===== config.mk =====
export PLATFORM = sky130hd
export DESIGN_NAME = nes_controller_responder
export DESIGN_NICKNAME = d
export VERILOG_FILES = /design/src/rtl/nes_controller_responder_pkg.sv /design/src/rtl/nes_controller_responder_pin_sync_edge.sv /design/src/rtl/nes_controller_responder.sv
export SDC_FILE = /design/constraint.sdc
export NUM_CORES = 1
export LEC_CHECK = 0
export BUFFER_PORTS_ARGS = -buffer_cell sky130_fd_sc_hd__clkbuf_2
export CORE_MARGIN = 4
export CORE_UTILIZATION = 45
export CTS_BUF_LIST = sky130_fd_sc_hd__clkbuf_8
export DETAILED_ROUTE_END_ITERATION = 6
export GPL_ROUTABILITY_DRIVEN = 0
export PLACE_DENSITY = 0.66
export SKIP_LAST_GASP = 1
export SYNTH_ARGS = -nofsm -noshare
export SYNTH_HDL_FRONTEND = slang
export SYNTH_SLANG_ARGS = --single-unit

===== constraint.sdc =====
create_clock -name clk -period 2.8 [get_ports clk]
set_input_delay 0.28 -clock clk [delete_from_list [all_inputs] [get_ports clk]]
set_output_delay 0.28 -clock clk [all_outputs]
set_load 0.05 [all_outputs]

===== src/rtl/nes_controller_responder_pkg.sv =====
// Shared constants for the NES/SNES controller responder: frame sizes, button indices, FSM encoding.
// Pure definitions; no timing or flow-control behaviour.
package nes_pkg;

  localparam int NES_BITS  = 8;
  localparam int SNES_BITS = 16;

  localparam int NES_A      = 0;
  localparam int NES_B      = 1;
  localparam int NES_SELECT = 2;
  localparam int NES_START  = 3;
  localparam int NES_UP     = 4;
  localparam int NES_DOWN   = 5;
  localparam int NES_LEFT   = 6;
  localparam int NES_RIGHT  = 7;

  localparam int SNES_B      = 0;
  localparam int SNES_Y      = 1;
  localparam int SNES_SELECT = 2;
  localparam int SNES_START  = 3;
  localparam int SNES_UP     = 4;
  localparam int SNES_DOWN   = 5;
  localparam int SNES_LEFT   = 6;
  localparam int SNES_RIGHT  = 7;
  localparam int SNES_A      = 8;
  localparam int SNES_X      = 9;
  localparam int SNES_L      = 10;
  localparam int SNES_R      = 11;

  typedef enum logic [1:0] {
    ST_IDLE  = 2'd0,
    ST_LOAD  = 2'd1,
    ST_SHIFT = 2'd2,
    ST_DONE  = 2'd3
  } state_t;

  // Active-low snapshot; every bit above the mode's button count reads as released.
  function automatic logic [15:0] load_word(input logic [11:0] btn, input logic snes);
    load_word = 16'hFFFF;
    if (snes) load_word[11:0] = ~btn;
    else      load_word[7:0]  = ~btn[7:0];
  endfunction

endpackage


===== src/rtl/nes_controller_responder_pin_sync_edge.sv =====
// Multi-stage synchronizer for an asynchronous host pin, plus rise/fall detection on the synced level.
// Latency: SYNC_STAGES cycles to level/rise/fall; no backpressure.
module pin_sync_edge #(
  parameter int SYNC_STAGES = 2
) (
  input  logic clk,
  input  logic rst_n,
  input  logic pin,
  output logic level,
  output logic rise,
  output logic fall
);

  logic [SYNC_STAGES-1:0] sync_q, sync_d;
  logic                   prev_q, prev_d;

  always_comb begin
    sync_d = {sync_q[SYNC_STAGES-2:0], pin};
    prev_d = sync_q[SYNC_STAGES-1];
  end

  always_ff @(posedge clk or negedge rst_n) begin
    if (!rst_n) begin
      sync_q <= '0;
      prev_q <= 1'b0;
    end else begin
      sync_q <= sync_d;
      prev_q <= prev_d;
    end
  end

  assign level = sync_q[SYNC_STAGES-1];
  assign rise  = level & ~prev_q;
  assign fall  = ~level & prev_q;

endmodule


===== src/rtl/nes_controller_responder.sv =====
// Gamepad-side 4021 emulation: snapshots buttons on latch, shifts them out active-low on host clock rises.
// Latency: pin edge to nes_data is SYNC_STAGES+1 cycles; the host paces everything, no backpressure.
module nes_controller_responder
  import nes_pkg::*;
#(
  parameter int          SNES_MODE      = 0,
  parameter int          SYNC_STAGES    = 2,
  parameter logic [15:0] TIMEOUT_CYCLES = 16'hFFFF
) (
  input  logic        clk,
  input  logic        rst_n,
  input  logic [11:0] buttons,
  input  logic        nes_latch,
  input  logic        nes_clk,
  output logic        nes_data,
  output logic        busy,
  output logic        frame_done
);

  localparam int         N      = (SNES_MODE != 0) ? SNES_BITS : NES_BITS;
  localparam logic [4:0] N_LAST = 5'(N);
  localparam logic       SNES   = (SNES_MODE != 0);

  logic latch_lvl, latch_rise, latch_fall;
  logic clk_rise, clk_level_unused, clk_fall_unused;

  pin_sync_edge #(.SYNC_STAGES(SYNC_STAGES)) u_latch_sync (
    .clk   (clk),
    .rst_n (rst_n),
    .pin   (nes_latch),
    .level (latch_lvl),
    .rise  (latch_rise),
    .fall  (latch_fall)
  );

  pin_sync_edge #(.SYNC_STAGES(SYNC_STAGES)) u_clk_sync (
    .clk   (clk),
    .rst_n (rst_n),
    .pin   (nes_clk),
    .level (clk_level_unused),
    .rise  (clk_rise),
    .fall  (clk_fall_unused)
  );

  // Register is always 16 wide; in NES mode the upper byte stays all-ones and
  // feeds released bits into position 7, so one shift path serves both modes.
  state_t      state_q, state_d;
  logic [15:0] sr_q, sr_d;
  logic [4:0]  cnt_q, cnt_d, cnt_inc;
  logic [15:0] tmo_q, tmo_d, tmo_inc;
  logic        done_q, done_d;
  logic        busy_q, busy_d;

  always_comb begin
    state_d = state_q;
    sr_d    = sr_q;
    cnt_d   = cnt_q;
    tmo_d   = tmo_q;
    done_d  = 1'b0;
    cnt_inc = cnt_q + 5'd1;
    tmo_inc = tmo_q + 16'd1;

    // A latch rise pre-empts everything, including a coincident clock rise.
    if (latch_rise) begin
      state_d = ST_LOAD;
      sr_d    = load_word(buttons, SNES);
      cnt_d   = '0;
      tmo_d   = '0;
    end else begin
      case (state_q)
        ST_IDLE: sr_d = '1;
        ST_LOAD: begin
          sr_d  = load_word(buttons, SNES);
          cnt_d = '0;
          tmo_d = '0;
          if (latch_fall) state_d = ST_SHIFT;
        end
        ST_SHIFT: begin
          if (clk_rise && !latch_lvl) begin
            sr_d  = {1'b1, sr_q[15:1]};
            cnt_d = cnt_inc;
            tmo_d = '0;
            if (cnt_inc == N_LAST) begin
              state_d = ST_DONE;
              done_d  = 1'b1;
            end
          end else if (tmo_inc == TIMEOUT_CYCLES) begin
            state_d = ST_IDLE;
            sr_d    = '1;
            cnt_d   = '0;
            tmo_d   = '0;
          end else begin
            tmo_d = tmo_inc;
          end
        end
        ST_DONE: sr_d = '1;
        default: begin
          state_d = ST_IDLE;
          sr_d    = '1;
        end
      endcase
    end

    busy_d = (state_d == ST_LOAD) || (state_d == ST_SHIFT);
  end

  always_ff @(posedge clk or negedge rst_n) begin
    if (!rst_n) begin
      state_q <= ST_IDLE;
      sr_q    <= '1;
      cnt_q   <= '0;
      tmo_q   <= '0;
      done_q  <= 1'b0;
      busy_q  <= 1'b0;
    end else begin
      state_q <= state_d;
      sr_q    <= sr_d;
      cnt_q   <= cnt_d;
      tmo_q   <= tmo_d;
      done_q  <= done_d;
      busy_q  <= busy_d;
    end
  end

  assign nes_data   = sr_q[0];
  assign busy       = busy_q;
  assign frame_done = done_q;

endmodule


==> out/metrics.cfg <==
[status]
status = finished, final reports clean

[synthesis]
synth_ff_type = dfrtp_1
synth_edf_count = 0
synth.distinct_cells = 51
synth_top_area_share_pct = 34.8
ys_warn_count = 0
syn-instance-count = 243
syn_area_um2 = 2230
ys_ff_latch = 39
ys_seq_area_share_pct = 44.2
yosysTopAreaCell = dfrtp_1
netlist_top_cells_area = dfrtp_1 (35%), dfstp_2 (9.4%), o21ai_0 (4.9%)
synthesis.nets = 264
synthArstFlopShare_pct = 100
syn_avg_cell_area_um2 = 9.19

[drt]
drt_iter0_drc = 136
antenna_left = 0
first_pass_iters = 4
wire_per_inst_um = 14.6
vias = 1887
drc = 0
via_per_inst = 5.72
wirelength_um = 4810

[power]
clkPwrFrac_pct = 25.3
ir_drop_uv = 315
total_power_uw = 1690
powerDensity_nw_per_um2 = 673
switching_share_pct = 33.9
leakagePower_uw = 0.00105
combPwrFrac_pct = 31.6
p_sw_uw = 574
p_int_uw = 1120
seqPwrFrac_pct = 43.2

[place]
post_dp_cell_area_um2 = 2390
dp_hpwl_um = 3350
portBuffers = 14

[setup_path]
path_max_fanout = 8
crit_chain = ha_1 > nand2_1 > or3_1 > a2111o_1 > nor4_4 > buf_4 > nand3_1 > nand2_1 > o21ai_0
worst-path-buf-inv = 1
start_kind = flop
critical_path_class = reg -> reg
crit_top_cell = nand2_1
end_kind = flop
path_delay_family = simple AND/OR/NAND/NOR gates
cp_slowest_cell = dfrtp_2
critPathArrivalTime_ps = 2730
worst_ep_required_time_ps = 2950
max_stage_delay_ps = 420

[global_routing]
grt_max_degree = 40
grt_pass1_wl_um = 8230
grt_overflow = 0
grt_use_total_pct = 17.0
first_global_vias = 1699
antenna_found_initial = 0

[final_layout]
syn_to_final_growth_pct = 12.4
seqCellArea_um2 = 987
finish.instance_area_um2 = 2510
fin_nets = 283
diodes = 0
final_core_util_pct = 52.8
multi_input_area_um2 = 1140
drive_gt1_share_pct = 19.0
fill_cells = 450
final_cell_mix = dfrtp_1 (30), nand2_1 (28), o21ai_0 (22)
final_common_cell = dfrtp_1

[clock_tree]
cts_made_buffers = 5
cts-root-buf = clkbuf_8
clk_latency_ps = 290
clockBufferDepth = 2
cts_sinks = 39
cts_tree = yes
clk_pin_slew_ps = 80
htreeDepth = 2

[die]
start_util_pct = 46.9
core-area_um2 = 4750
rows = 25
die_x_um = 78.4
die_height_um = 78.4
ioPinCount = 19
die_area_um2 = 6150

[hold_path]
hold_path.class = in -> reg

[timing]
tns_ps = 0
setup_viol = 0
fmax_mhz = 388
finalHoldViolCount = 0
worst_slew_pin_slew_ps = 966
post-route-period-util_pct = 92.1
rsz0062_at_grt = no
min_period_ps = 2580
final.setup_skew_ps = 9.40
drv_slew = 0
relSlewSlack_pct = 35.6

[flow_run]
max_cap_viol_count = 0

-- routing by layer --
| layer | global-route usage [%] | routed length, um | up-vias |
|---|---|---|---|
| met3 | 3.67 | 171 | 7 |
| met4 | 6.82 | 83 | 0 |
| met1 | 23.4 | 2270 | 913 |
| met2 | 26.1 | 2290 | 35 |
| li1 | - | - | 932 |
| met5 | 0 | 0 | - |
-- final cells by class --
type | count | area share, %
Inverter | 11 | 1.65
Multi-Input combinational cell | 180 | 45.5
Timing Repair Buffer | 25 | 6.08
Clock buffer | 7 | 3.84
Sequential cell | 39 | 39.3
Clock inverter | 1 | 0.299
Tap cell | 67 | 3.34
-- cell families after synthesis --
kind of cell               after synthesis  share of synthesized area (%)
muxes                                    5                           2.24
buffers and inverters                   24                           4.71
AOI/OAI and AO/OA                       69                           20.7
DFF                                     39                           44.2
adders and majority gates                5                           2.80
and+or+nand+nor                         95                           23.0
xor gates and xnor gates                 6                           2.35
-- power by group through the flow --
| stage | registers, uW | clock network, uW | logic (uW) |
|---|---|---|---|
| 6_report | 729 | 427 | 534 |
| 5_1_grt | 738 | 478 | 599 |
| 4_1_cts | 729 | 440 | 535 |
| 3_5_place_dp | 740 | 0 | 534 |
| 3_3_place_gp | 736 | 0 | 519 |
| 2_1_floorplan | 786 | 0 | 360 |
-- cell usage after synthesis, types with 2 or more instances --
cell type / n
dfrtp_1: 31
nand2_1: 28
o21ai_0: 22
nand3_1: 19
a21oi_1: 11
inv_1: 11
nor2_1: 11
dfstp_2: 8
a21o_1: 7
a221oi_1: 7
clkbuf_1: 7
and3_1: 6
nand4_1: 6
ha_1: 5
mux2i_1: 5
nor4_1: 4
o31ai_1: 4
xnor2_1: 4
nand2b_1: 3
nor3_1: 3
or3_1: 3
a2bb2oi_1: 2
a31oi_1: 2
buf_2: 2
nor2b_1: 2
nor4_2: 2
o21ai_1: 2
o22ai_1: 2
xor2_1: 2
-- timing repair --
item                                    in CTS  in global routing
buffers inserted                             0                  2
endpoints found under the setup margin       0                  7
hold buffers                                 0                  0
resized for setup                            0                  1
-- state kept, by name, summed over array words and instances (netlist names) --
signal	count
u_clk_sync.sync_q	2
u_clk_sync.prev_q	1
u_latch_sync.sync_q	2
state_q	2
frame_done	1
busy	1
cnt_q	5
sr_q	8
tmo_q	16
u_latch_sync.prev_q	1
-- metrics by stage --
stage	instances	setup slack (ps)	hold slack, ps
floorplan	243	169	-15.6
finish	330	221	89.3
global placement	320	221	333
global route	330	66.4	71.2
CTS	328	134	79.9
detailed placement	320	188	337
-- final timing paths --
path | slack, ps | to | depth (start not counted) | start
setup / recovery | 220 | tmo_q[9]$_DFFE_PN0N_ | 9 | tmo_q[1]$_DFFE_PN0N_
hold / removal | 90 | u_clk_sync.sync_q[0]$_DFF_PN0_ | 1 | nes_clk
setup reg to reg | 220 | tmo_q[9]$_DFFE_PN0N_ | 9 | tmo_q[1]$_DFFE_PN0N_
hold reg to reg | 360 | u_latch_sync.sync_q[1]$_DFF_PN0_ | 0 | u_latch_sync.sync_q[0]$_DFF_PN0_
max in group asynchronous | 2030 | tmo_q[1]$_DFFE_PN0N_ | 1 | rst_n
min in group asynchronous | 120 | tmo_q[0]$_DFFE_PN0N_ | 1 | rst_n
-- worst register-to-register path: cells and delay by family (launching register included) --
| kind | cells | cell delay (ps) |
|---|---|---|
| adders and majority gates | 1 | 190 |
| buffers and inverters | 1 | 190 |
| AOI/OAI and AO/OA | 2 | 580 |
| DFF | 1 | 420 |
| and+or+nand+nor | 5 | 1060 |
(Power assumes the default switching activity.)
